## src/rtl/multi_cycle_control_pkg.sv

```systemverilog
// rtl/multi_cycle_control_pkg.sv - opcodes, FSM states and control encodings for the MIPS multi-cycle controller
package mips_ctrl_pkg;

  localparam logic [5:0] OP_ADD   = 6'b000000;
  localparam logic [5:0] OP_SUB   = 6'b000001;
  localparam logic [5:0] OP_ADDIU = 6'b000010;
  localparam logic [5:0] OP_ANDI  = 6'b010000;
  localparam logic [5:0] OP_AND   = 6'b010001;
  localparam logic [5:0] OP_ORI   = 6'b010010;
  localparam logic [5:0] OP_OR    = 6'b010011;
  localparam logic [5:0] OP_SLL   = 6'b011000;
  localparam logic [5:0] OP_SLTI  = 6'b011100;
  localparam logic [5:0] OP_SW    = 6'b100110;
  localparam logic [5:0] OP_LW    = 6'b100111;
  localparam logic [5:0] OP_BEQ   = 6'b110000;
  localparam logic [5:0] OP_BNE   = 6'b110001;
  localparam logic [5:0] OP_BLTZ  = 6'b110010;
  localparam logic [5:0] OP_J     = 6'b111000;
  localparam logic [5:0] OP_HALT  = 6'b111111;

  typedef enum logic [3:0] {
    S_IF     = 4'd0,
    S_ID     = 4'd1,
    S_EXE_AL = 4'd2,
    S_EXE_BR = 4'd3,
    S_EXE_LS = 4'd4,
    S_MEM    = 4'd5,
    S_WB_AL  = 4'd6,
    S_WB_LD  = 4'd7,
    S_HALT   = 4'd8
  } state_t;

  localparam logic [2:0] ALU_ADD = 3'b000;
  localparam logic [2:0] ALU_SUB = 3'b001;
  localparam logic [2:0] ALU_SLL = 3'b010;
  localparam logic [2:0] ALU_OR  = 3'b011;
  localparam logic [2:0] ALU_AND = 3'b100;
  localparam logic [2:0] ALU_SLT = 3'b110;

  localparam logic [1:0] PC_NEXT   = 2'b00;
  localparam logic [1:0] PC_BRANCH = 2'b01;
  localparam logic [1:0] PC_JUMP   = 2'b10;

  function automatic logic is_alu_op(input logic [5:0] op);
    return (op == OP_ADD) || (op == OP_SUB) || (op == OP_ADDIU) || (op == OP_ANDI) ||
           (op == OP_AND) || (op == OP_ORI) || (op == OP_OR) || (op == OP_SLL) ||
           (op == OP_SLTI);
  endfunction

  function automatic logic is_branch_op(input logic [5:0] op);
    return (op == OP_BEQ) || (op == OP_BNE) || (op == OP_BLTZ);
  endfunction

  function automatic logic is_ls_op(input logic [5:0] op);
    return (op == OP_SW) || (op == OP_LW);
  endfunction

  // Opcodes that leave ID without retiring; anything else at ID is a NOP or j.
  function automatic logic stays_busy(input logic [5:0] op);
    return is_alu_op(op) || is_branch_op(op) || is_ls_op(op) || (op == OP_HALT);
  endfunction

  function automatic logic [2:0] alu_op_of(input logic [5:0] op);
    case (op)
      OP_SUB:          return ALU_SUB;
      OP_SLL:          return ALU_SLL;
      OP_OR, OP_ORI:   return ALU_OR;
      OP_AND, OP_ANDI: return ALU_AND;
      OP_SLTI:         return ALU_SLT;
      default:         return ALU_ADD;
    endcase
  endfunction

endpackage

```

## src/rtl/multi_cycle_control_if.sv

```systemverilog
// rtl/multi_cycle_control_if.sv - controller <-> datapath bundle
interface multi_cycle_control_if #(
  parameter int CNT_W = 32
);
  logic [5:0]       opCode;
  logic             zero;
  logic             sign;
  logic             PCWre;
  logic             IRWre;
  logic             InsMemRW;
  logic             ALUSrcA;
  logic             ALUSrcB;
  logic             ExtSel;
  logic             RegDst;
  logic             RegWre;
  logic             DBDataSrc;
  logic             mRD;
  logic             mWR;
  logic [1:0]       PCSrc;
  logic [2:0]       ALUOp;
  logic [3:0]       state;
  logic [CNT_W-1:0] instr_cnt;
  logic [CNT_W-1:0] cycle_cnt;

  modport master (
    input  opCode, zero, sign,
    output PCWre, IRWre, InsMemRW, ALUSrcA, ALUSrcB, ExtSel, RegDst, RegWre,
           DBDataSrc, mRD, mWR, PCSrc, ALUOp, state, instr_cnt, cycle_cnt
  );

  modport slave (
    output opCode, zero, sign,
    input  PCWre, IRWre, InsMemRW, ALUSrcA, ALUSrcB, ExtSel, RegDst, RegWre,
           DBDataSrc, mRD, mWR, PCSrc, ALUOp, state, instr_cnt, cycle_cnt
  );
endinterface

```

## src/rtl/multi_cycle_control_decode.sv

```systemverilog
// rtl/multi_cycle_control_decode.sv - combinational control decode from (state, opcode, flags)
module mc_decode
  import mips_ctrl_pkg::*;
(
  input  state_t     state_i,
  input  logic [5:0] op_i,
  input  logic       zero_i,
  input  logic       sign_i,
  input  logic       kill_i,
  output logic       pc_wre_o,
  output logic       ir_wre_o,
  output logic       ins_mem_rw_o,
  output logic       alu_src_a_o,
  output logic       alu_src_b_o,
  output logic       ext_sel_o,
  output logic       reg_dst_o,
  output logic       reg_wre_o,
  output logic       db_data_src_o,
  output logic       mrd_o,
  output logic       mwr_o,
  output logic [1:0] pc_src_o,
  output logic [2:0] alu_op_o
);
  logic taken;

  always_comb begin
    pc_wre_o      = 1'b0;
    ir_wre_o      = 1'b0;
    ins_mem_rw_o  = 1'b1;
    alu_src_a_o   = 1'b0;
    alu_src_b_o   = 1'b0;
    ext_sel_o     = 1'b0;
    reg_dst_o     = 1'b0;
    reg_wre_o     = 1'b0;
    db_data_src_o = 1'b0;
    mrd_o         = 1'b0;
    mwr_o         = 1'b0;
    pc_src_o      = PC_NEXT;
    alu_op_o      = ALU_ADD;
    taken         = 1'b0;
    case (state_i)
      S_IF: ir_wre_o = 1'b1;
      S_ID: begin
        if (op_i == OP_J) begin
          pc_src_o = PC_JUMP;
          pc_wre_o = 1'b1;
        end else if (!stays_busy(op_i)) begin
          pc_wre_o = 1'b1;
        end
      end
      S_EXE_AL: begin
        alu_op_o    = alu_op_of(op_i);
        alu_src_a_o = (op_i == OP_SLL);
        alu_src_b_o = (op_i == OP_ADDIU) || (op_i == OP_ANDI) || (op_i == OP_ORI) ||
                      (op_i == OP_SLTI);
        ext_sel_o   = !((op_i == OP_ANDI) || (op_i == OP_ORI) || (op_i == OP_SLL));
      end
      S_WB_AL: begin
        reg_wre_o = 1'b1;
        reg_dst_o = (op_i == OP_ADD) || (op_i == OP_SUB) || (op_i == OP_AND) ||
                    (op_i == OP_OR) || (op_i == OP_SLL);
        pc_wre_o  = 1'b1;
      end
      S_EXE_BR: begin
        alu_op_o = (op_i == OP_BLTZ) ? ALU_SLT : ALU_SUB;
        case (op_i)
          OP_BEQ:  taken = zero_i;
          OP_BNE:  taken = !zero_i;
          OP_BLTZ: taken = sign_i;
          default: taken = 1'b0;
        endcase
        pc_src_o = taken ? PC_BRANCH : PC_NEXT;
        pc_wre_o = 1'b1;
      end
      S_EXE_LS: begin
        alu_src_b_o = 1'b1;
        ext_sel_o   = 1'b1;
      end
      S_MEM: begin
        if (op_i == OP_SW) begin
          mwr_o    = 1'b1;
          pc_wre_o = 1'b1;
        end else if (op_i == OP_LW) begin
          mrd_o = 1'b1;
        end
      end
      S_WB_LD: begin
        reg_wre_o     = 1'b1;
        db_data_src_o = 1'b1;
        mrd_o         = 1'b1;
        pc_wre_o      = 1'b1;
      end
      default: ;
    endcase
    // Reset cycle: suppress every enable even if the state is mid-instruction.
    if (kill_i) begin
      pc_wre_o  = 1'b0;
      ir_wre_o  = 1'b0;
      reg_wre_o = 1'b0;
      mrd_o     = 1'b0;
      mwr_o     = 1'b0;
    end
  end
endmodule

```

## src/rtl/multi_cycle_control.sv

```systemverilog
// rtl/multi_cycle_control.sv - multi-cycle MIPS controller: state register, sequencing, counters
module multi_cycle_control
  import mips_ctrl_pkg::*;
#(
  parameter int CNT_W = 32
) (
  input logic                  clk,
  input logic                  rst,
  multi_cycle_control_if.master bus
);
  state_t           state_q, state_d;
  logic [CNT_W-1:0] instr_cnt_q, instr_cnt_d;
  logic [CNT_W-1:0] cycle_cnt_q, cycle_cnt_d;
  logic             pc_wre;

  mc_decode u_decode (
    .state_i       (state_q),
    .op_i          (bus.opCode),
    .zero_i        (bus.zero),
    .sign_i        (bus.sign),
    .kill_i        (rst),
    .pc_wre_o      (pc_wre),
    .ir_wre_o      (bus.IRWre),
    .ins_mem_rw_o  (bus.InsMemRW),
    .alu_src_a_o   (bus.ALUSrcA),
    .alu_src_b_o   (bus.ALUSrcB),
    .ext_sel_o     (bus.ExtSel),
    .reg_dst_o     (bus.RegDst),
    .reg_wre_o     (bus.RegWre),
    .db_data_src_o (bus.DBDataSrc),
    .mrd_o         (bus.mRD),
    .mwr_o         (bus.mWR),
    .pc_src_o      (bus.PCSrc),
    .alu_op_o      (bus.ALUOp)
  );

  always_comb begin
    state_d = S_IF;
    case (state_q)
      S_IF: state_d = S_ID;
      S_ID: begin
        if (bus.opCode == OP_HALT)          state_d = S_HALT;
        else if (is_branch_op(bus.opCode))  state_d = S_EXE_BR;
        else if (is_ls_op(bus.opCode))      state_d = S_EXE_LS;
        else if (is_alu_op(bus.opCode))     state_d = S_EXE_AL;
        else                                state_d = S_IF;
      end
      S_EXE_AL: state_d = S_WB_AL;
      S_EXE_LS: state_d = S_MEM;
      S_MEM:    state_d = (bus.opCode == OP_LW) ? S_WB_LD : S_IF;
      S_HALT:   state_d = S_HALT;
      default:  state_d = S_IF;
    endcase
  end

  always_comb begin
    instr_cnt_d = instr_cnt_q + {{(CNT_W-1){1'b0}}, pc_wre};
    cycle_cnt_d = (state_q == S_HALT) ? cycle_cnt_q : cycle_cnt_q + {{(CNT_W-1){1'b0}}, 1'b1};
  end

  always_ff @(posedge clk) begin
    if (rst) begin
      state_q     <= S_IF;
      instr_cnt_q <= '0;
      cycle_cnt_q <= '0;
    end else begin
      state_q     <= state_d;
      instr_cnt_q <= instr_cnt_d;
      cycle_cnt_q <= cycle_cnt_d;
    end
  end

  assign bus.PCWre     = pc_wre;
  assign bus.state     = state_q;
  assign bus.instr_cnt = instr_cnt_q;
  assign bus.cycle_cnt = cycle_cnt_q;
endmodule

```

## src/flat_wrapper.sv

```systemverilog
// flat-port wrapper written by rule: the top's interface ports become plain ports
module multi_cycle_control_flat import mips_ctrl_pkg::*;
#(
  parameter int CNT_W = 32
)
  (clk, rst, bus_opCode, bus_zero, bus_sign, bus_PCWre, bus_IRWre, bus_InsMemRW, bus_ALUSrcA, bus_ALUSrcB, bus_ExtSel, bus_RegDst, bus_RegWre, bus_DBDataSrc, bus_mRD, bus_mWR, bus_PCSrc, bus_ALUOp, bus_state, bus_instr_cnt, bus_cycle_cnt);
  multi_cycle_control_if #(.CNT_W(CNT_W)) bus_i ();
  input logic clk;
  input logic rst;
  input wire logic [$bits(bus_i.opCode)-1:0] bus_opCode;
  input wire logic [$bits(bus_i.zero)-1:0] bus_zero;
  input wire logic [$bits(bus_i.sign)-1:0] bus_sign;
  output wire logic [$bits(bus_i.PCWre)-1:0] bus_PCWre;
  output wire logic [$bits(bus_i.IRWre)-1:0] bus_IRWre;
  output wire logic [$bits(bus_i.InsMemRW)-1:0] bus_InsMemRW;
  output wire logic [$bits(bus_i.ALUSrcA)-1:0] bus_ALUSrcA;
  output wire logic [$bits(bus_i.ALUSrcB)-1:0] bus_ALUSrcB;
  output wire logic [$bits(bus_i.ExtSel)-1:0] bus_ExtSel;
  output wire logic [$bits(bus_i.RegDst)-1:0] bus_RegDst;
  output wire logic [$bits(bus_i.RegWre)-1:0] bus_RegWre;
  output wire logic [$bits(bus_i.DBDataSrc)-1:0] bus_DBDataSrc;
  output wire logic [$bits(bus_i.mRD)-1:0] bus_mRD;
  output wire logic [$bits(bus_i.mWR)-1:0] bus_mWR;
  output wire logic [$bits(bus_i.PCSrc)-1:0] bus_PCSrc;
  output wire logic [$bits(bus_i.ALUOp)-1:0] bus_ALUOp;
  output wire logic [$bits(bus_i.state)-1:0] bus_state;
  output wire logic [$bits(bus_i.instr_cnt)-1:0] bus_instr_cnt;
  output wire logic [$bits(bus_i.cycle_cnt)-1:0] bus_cycle_cnt;
  assign bus_i.opCode = bus_opCode;
  assign bus_i.zero = bus_zero;
  assign bus_i.sign = bus_sign;
  assign bus_PCWre = bus_i.PCWre;
  assign bus_IRWre = bus_i.IRWre;
  assign bus_InsMemRW = bus_i.InsMemRW;
  assign bus_ALUSrcA = bus_i.ALUSrcA;
  assign bus_ALUSrcB = bus_i.ALUSrcB;
  assign bus_ExtSel = bus_i.ExtSel;
  assign bus_RegDst = bus_i.RegDst;
  assign bus_RegWre = bus_i.RegWre;
  assign bus_DBDataSrc = bus_i.DBDataSrc;
  assign bus_mRD = bus_i.mRD;
  assign bus_mWR = bus_i.mWR;
  assign bus_PCSrc = bus_i.PCSrc;
  assign bus_ALUOp = bus_i.ALUOp;
  assign bus_state = bus_i.state;
  assign bus_instr_cnt = bus_i.instr_cnt;
  assign bus_cycle_cnt = bus_i.cycle_cnt;
  multi_cycle_control #(.CNT_W(CNT_W)) u_core (.clk(clk), .rst(rst), .bus(bus_i));
endmodule
```

## config.mk

```make
export PLATFORM = sky130hd
export DESIGN_NAME = multi_cycle_control_flat
export DESIGN_NICKNAME = d
export VERILOG_FILES = /design/src/rtl/multi_cycle_control_pkg.sv /design/src/rtl/multi_cycle_control_if.sv /design/src/rtl/multi_cycle_control_decode.sv /design/src/rtl/multi_cycle_control.sv /design/src/flat_wrapper.sv
export SDC_FILE = /design/constraint.sdc
export NUM_CORES = 1
export LEC_CHECK = 0
export CAP_MARGIN = 20
export CORE_MARGIN = 3
export CORE_UTILIZATION = 49
export DETAILED_ROUTE_END_ITERATION = 6
export PLACE_DENSITY_LB_ADDON = 0.1
export SETUP_SLACK_MARGIN = 0.4
export SLEW_MARGIN = 10
export SYNTH_ARGS = -nofsm -noshare
export SYNTH_HDL_FRONTEND = slang
export SYNTH_SLANG_ARGS = --single-unit
```

## constraint.sdc

```tcl
create_clock -name clk -period 4.2 [get_ports clk]
set_input_delay 0.42 -clock clk [delete_from_list [all_inputs] [get_ports clk]]
set_output_delay 0.42 -clock clk [all_outputs]
set_load 0.05 [all_outputs]
```

[Word level (Yosys, flattened, before mapping)]
Cells that the tools add are included.
Word-level totals
  register bits after elaboration: 68
  input port bits: 10
  output and inout bits: 84
  logic and storage cells: 92
Cells by class
  add/sub/neg operators: 2
  eq/ne operators: 23
  multiplexer cells: 34
  reduce and logical (&&, ||, !) cells: 30
Operators with widths (number)
  6-bit == test (second input constant): 7
  6-bit by 5-bit == test with 1-bit output (second input constant): 6
  32-bit by 1-bit adder with 32-bit output: 1
  32-bit by 1-bit adder with 32-bit output (second input constant): 1
  4-bit one-hot mux with 6 select lines: 1
  1-bit logical OR: 22
  1-bit 2-to-1 mux: 18
  4-bit by 3-bit == test with 1-bit output (second input constant): 4
  3-bit one-hot mux with 5 select lines: 1
  4-bit 2-to-1 mux: 3
  4-bit by 2-bit == test with 1-bit output (second input constant): 2
  6-bit by 1-bit == test with 1-bit output (second input constant): 1
  6-bit by 2-bit == test with 1-bit output (second input constant): 1
  6-bit logical NOT: 1
  3-bit 2-to-1 mux: 2
  1-bit one-hot mux with 2 select lines: 3
  1-bit one-hot mux with 3 select lines: 2
  3-bit one-hot mux with 2 select lines: 1
  2-bit OR reduction: 3
  4-bit by 1-bit == test with 1-bit output (second input constant): 1
  4-bit == test (second input constant): 1
  4-bit logical NOT: 1
  2-bit 2-to-1 mux: 2
  2-bit one-hot mux with 2 select lines: 1
  2 further kinds: 3

[Logic depth before layout (Yosys ltp)]
  depth after elaboration: 17
  depth in mapped cells: 13
  mapped depth without buffers: 12

[Cells and area by module]
A second synthesis with hierarchy kept.
Unflattened totals
  cells, all modules: 446
  area, all modules: 3752.3 sq um
By module, submodules not included
  multi_cycle_control: times used 1, cells each 357, area each 3181.8 sq um, seq. area each 1361.3 sq um
  mc_decode: times used 1, cells each 89, area each 570.5 sq um, seq. area each 0.0 sq um

[Worst setup path before layout]
OpenSTA, ideal clock, no wires.
  path kind: register -> register
  start: register u_core.state_q[0] (netlist: u_core.bus.state[0])
  end: register u_core.instr_cnt_q[30] (netlist: u_core.bus.instr_cnt[30])
  library setup time: 71 ps
  data arrival time: 4800 ps
  data required time: 4129 ps
  path slack: -671 ps
  stages on the path, launching flop included: 13
  buffers on the path: 1
  period minus slack after synthesis: 4871 ps
  path through: dfxtp_1 buf_2 nand2_1 or3_1 o221a_2 nor4_1 ha_1 ha_1 nand3_1 nor3_2 nand3_1 or4_1 a21oi_1
Between the ends
  cells in the longest elaborated chain, start to end: 5
  elaborated cells between the ends (all ways): 9
  those cells by class: add/sub: 1; eq/ne: 5; mux: 2; reduce/logical: 1
RTL lines
  start: declaration: line multi_cycle_control.sv:11  | state_t state_q, state_d;
  start signal: assignment: line multi_cycle_control.sv:67  | state_q <= state_d;
  4-bit by 2-bit == test with 1-bit output or 4-bit by 3-bit == test with 1-bit output (tied branches): line multi_cycle_control_decode.sv:41  | case (state_i)
  3-bit OR reduction (no line)
  1-bit one-hot mux with 3 select lines *: line multi_cycle_control_decode.sv:41
  1-bit 2-to-1 mux *: line multi_cycle_control_decode.sv:96  | if (kill_i) begin
  net bus_PCWre: line flat_wrapper.sv:13  | output wire logic [$bits(bus_i.PCWre)-1:0] bus_PCWre;
  32-bit by 1-bit adder with 32-bit output *: line multi_cycle_control.sv:57  | instr_cnt_d = instr_cnt_q + {{(CNT_W-1){1'b0}}, pc_wre};
  end signal: assignment: line multi_cycle_control.sv:68  | instr_cnt_q <= instr_cnt_d;
  end: declaration: line multi_cycle_control.sv:12  | logic [CNT_W-1:0] instr_cnt_q, instr_cnt_d;
Mark *: on every way through the listed nets, which the timed path passes. The rest lies on a longest branch.
A chain may end at the register's enable or synchronous reset.

[Worst setup path after layout]
  start: input bus_opCode[3]
  end: register u_core.instr_cnt_q[30] (netlist: u_core.bus.instr_cnt[30])
Between the ends
  cells in the longest elaborated chain, start to end: 17
  elaborated cells between the ends (all ways): 36
  those cells by class: add/sub: 1; eq/ne: 15; mux: 5; reduce/logical: 15
RTL lines
  start: declaration: line flat_wrapper.sv:10  | input wire logic [$bits(bus_i.opCode)-1:0] bus_opCode;
  6-bit by 1-bit == test with 1-bit output or 6-bit logical NOT (tied branches): line multi_cycle_control_pkg.sv:45  | return (op == OP_ADD) || (op == OP_SUB) || (op == OP_ADDIU) || (op == OP_ANDI) ||
  1-bit logical OR (4 in a row): line multi_cycle_control_pkg.sv:45
  1-bit logical OR (4 in a row): line multi_cycle_control_pkg.sv:46  | (op == OP_AND) || (op == OP_ORI) || (op == OP_OR) || (op == OP_SLL) ||
  1-bit logical OR (3 in a row): line multi_cycle_control_pkg.sv:60  | return is_alu_op(op) || is_branch_op(op) || is_ls_op(op) || (op == OP_HALT);
  1-bit 2-to-1 mux: line multi_cycle_control_decode.sv:47  | end else if (!stays_busy(op_i)) begin
  1-bit 2-to-1 mux: line multi_cycle_control_decode.sv:44  | if (op_i == OP_J) begin
  1-bit one-hot mux with 3 select lines *: line multi_cycle_control_decode.sv:41
  1-bit 2-to-1 mux *: line multi_cycle_control_decode.sv:96
  32-bit by 1-bit adder with 32-bit output *: line multi_cycle_control.sv:57
Every way passes the cells marked *; elsewhere a longest branch is shown, timed or not.

==> impl_metrics.csv <==
group,metric,value,unit
global_routing,grt_overflow_total,0,
floorplan,start_util,0.517,
worst_setup_path,r2r_cells,13,
detailed_routing,wl_per_cell,13.7,um
synth,synthCells,439,
synth,synth_top_area_frac,0.379,
detailed_routing,vias_per_cell,5.37,
synth,synth.distinct_cells,54,
sta,setup_tns,0,ns
synth,syn_nets,452,
clock_network,clock-sinks,68,
detailed_routing,drt_iter0_drc,184,
clock_network,htree_levels,3,
job,maxCapViolations,0,
sta,slew_violations,0,
global_routing,grt_pass1_vias,3149,
clock_network,cts_tree,"built",
final_layout,nets,541,
worst_setup_path,cp-end-kind,"register",
global_routing,antenna_found_initial,0,
sta,finalCritPeriodShare,0.843,
global_routing,grt_pass1_wl,14500,um
synth,yosysWarnings,0,
worst_setup_path,arrival,3.80,ns
detailed_routing,num_vias,3379,
detailed_routing,wirelength,8610,um
synth,ys.flop_type,"dfxtp_1",
clock_network,cts_buffers,9,
synth,ys_seq_area_frac,0.379,
sta,hold_viol,0,
worst_setup_path,crit_path_end,"u_core.bus.instr_cnt[30]$_SDFF_PP0_",
synth,synth_edf_count,0,
synth,synth_area,3590,sq um
worst_setup_path,worstPathRequired,4.46,ns
worst_setup_path,worst-r2r-setup-slack,0.89,ns
clock_network,clk_latency,0.34,ns
sta,min_period,3.54,ns
sta,setup_viol,0,
synth,synth-seq-cells,68,
final_layout,area_delta_synth_final,33.2,%
placement,portBuffers,92,
final_layout,drive_gt1_frac,0.0750,
placement,placed_area,4580,sq um
floorplan,die-area,8390,sq um
worst_setup_path,crit_start,"bus_opCode[3]",
placement,place_inst,613,
placement,hpwl,6060,um
floorplan,ioPinCount,94,
clock_network,path_clk_slew,0.07,ns
clock_network,cts.repair.resized,0,
synth,synth.avg_cell_area,8.18,sq um
floorplan,die_y,91.6,um
floorplan,core_area,6940,sq um
synth,async_reset_ff_frac,0,
sta,timing.hold.ws,0.504,ns
clock_network,holdBufCountCts,0,
power_and_ir_drop,powerDensity,277,nW/um^2
final_layout,fin_area,4780,sq um
sta,fmax,282,MHz
global_routing,grtUsageTotal,0.209,
worst_setup_path,regToRegStartpoint,"u_core.bus.state[3]$_SDFF_PP0_",
worst_setup_path,path_class,"in -> reg",
power_and_ir_drop,p_leak,0.00161,uW
clock_network,cts_buffer_depth,2,
detailed_routing,first_pass_iters,5,
sta,tightest_slew,0.707,ns
floorplan,dieWidth,91.6,um
detailed_routing,postRouteAntennaNets,0,
sta,relSlewSlack,0.529,
global_routing,grt_max_degree,39,
synth,synthTopCellsByArea,"dfxtp_1, nor2_1, xnor2_1",
placement,gp_congestion,0.864,
power_and_ir_drop,p_total,1320,uW
sta,grt_setup_unrepaired,"no",
final_layout,layout.cells.non_filler,629,
final_layout,diodes,0,
min_path,hold_path.class,"reg -> reg",
power_and_ir_drop,peakVddDrop,176,uV
run_status,outcome,"complete, no violations",
sta,finClkSkew,0.0120,ns
clock_network,clockRootBuffer,"clkbuf_8",
clock_network,cts_setup_buffers,0,
detailed_routing,drc,0,
worst_setup_path,worstSetupStartpointType,"input pin",
worst_setup_path,r2r-end,"u_core.bus.instr_cnt[30]$_SDFF_PP0_",
floorplan,num_rows,30,
worst_setup_path,cp_max_fo,8,
synth,yosysTopAreaCell,"dfxtp_1",
critical path, cell delays in order:
cell             delay (ns)
clkdlybuf4s50_1        0.58
or3b_2                 0.49
nor3_1                 0.27
a22oi_1                0.11
o221a_2                0.16
nor4_4                 0.15
ha_1                   0.23
ha_1                   0.28
nand3_1                0.15
nor3_2                 0.17
nand3_1                0.19
or4_1                  0.46
a21oi_1                0.14
state kept, by name, summed over array words and instances, names as in the netlist:
signal,flops
u_core.bus.cycle_cnt,32
u_core.bus.instr_cnt,32
u_core.bus.state,4
layout by cell type, fill, tap and decap left out, types with 2 or more instances in the layout:
master	Yosys	layout
a2111oi_0	4	4
inv_1	13	13
clkbuf_1	13	2
nand3_1	24	24
nand4_2	2	2
and2_1	5	5
nand2_1	32	32
nor4_1	9	8
dfxtp_1	68	68
and4_1	6	6
nor4_4	2	3
nor2b_1	9	9
ha_1	3	3
or4_1	3	3
buf_4	1	7
nand3b_1	2	2
a31oi_1	3	3
nor2_1	63	63
xnor2_1	26	26
o31ai_1	2	2
a21oi_1	17	17
a311oi_1	2	2
and3_1	6	6
xor2_1	22	22
nand4_1	16	16
o21ai_0	18	18
or3_1	12	12
clkinvlp_4	0	2
nor4_2	4	4
clkbuf_8	0	11
nor3_1	18	18
nand2b_1	5	5
clkdlybuf4s50_1	0	91
or4b_1	2	2
per-stage QoR:
step                       util  setup WS [ns]
after global placement    0.660          0.450
after CTS                 0.689          0.671
after floorplan               -          0.431
after global routing      0.689          0.445
final                     0.689          0.660
after detailed placement  0.660          0.309
how the worst min path moves through the flow:
stage | from | to | slack (ns) | depth (start not counted)
detailed placement | u_core.bus.instr_cnt[30]$_SDFF_PP0_ | u_core.bus.instr_cnt[30]$_SDFF_PP0_ | 0.50 | 2
global placement | u_core.bus.cycle_cnt[9]$_SDFFE_PP0P_ | u_core.bus.cycle_cnt[9]$_SDFFE_PP0P_ | 0.48 | 2
CTS | u_core.bus.instr_cnt[21]$_SDFF_PP0_ | u_core.bus.instr_cnt[21]$_SDFF_PP0_ | 0.51 | 2
global route | u_core.bus.instr_cnt[30]$_SDFF_PP0_ | u_core.bus.instr_cnt[30]$_SDFF_PP0_ | 0.53 | 2
floorplan | rst | u_core.bus.state[2]$_SDFF_PP0_ | 0.62 | 2
finish | u_core.bus.instr_cnt[30]$_SDFF_PP0_ | u_core.bus.instr_cnt[30]$_SDFF_PP0_ | 0.50 | 2
area by class of cell:
class                   count  area, sq um
clock buffers              13          159
clock inverters             3         45.0
fillers                   564         2160
inverters                  13         48.8
multi-input cells         337         2080
flip-flops and latches     68         1360
well taps                  96          120
repair buffers             99          968
cell families (layout without fill, tap and decap cells):
group | count (synthesis) | after routing | synth area share
fa+ha+maj | 4 | 4 | 0.0132
mux | 2 | 2 | 0.00592
simple gates | 229 | 229 | 0.349
buf+inv | 34 | 128 | 0.0456
xor+xnor | 48 | 48 | 0.117
compound gates | 53 | 53 | 0.0892
flops | 68 | 68 | 0.379
other cells | 1 | 1 | 0.00104
synth_stat cells, drive strengths merged, types with 3 or more instances:
library cell,instances
nor4,15
o21ai,18
clkbuf,13
nand4,18
inv,13
xnor2,26
nand3,24
nor3,19
and3,6
xor2,22
and4,7
dfxtp,68
a31oi,3
ha,3
buf,7
a2111oi,4
nor2b,9
nand2,33
and2,5
or3,13
nand2b,5
a21oi,17
or4,3
nor2,63
metal layers:
| metal | routed length [um] | global-route usage |
|---|---|---|
| met1 | 4050 | 0.277 |
| met2 | 3950 | 0.325 |
| met3 | 579 | 0.0517 |
| met4 | 41 | 0.0842 |
| met5 | 0 | 0 |
power by group:
part	switching [uW]	internal (uW)	total, uW
registers	10.1	649	660
clock network	240	307	548
logic	74.1	41.8	116
(Power assumes the default switching activity.)
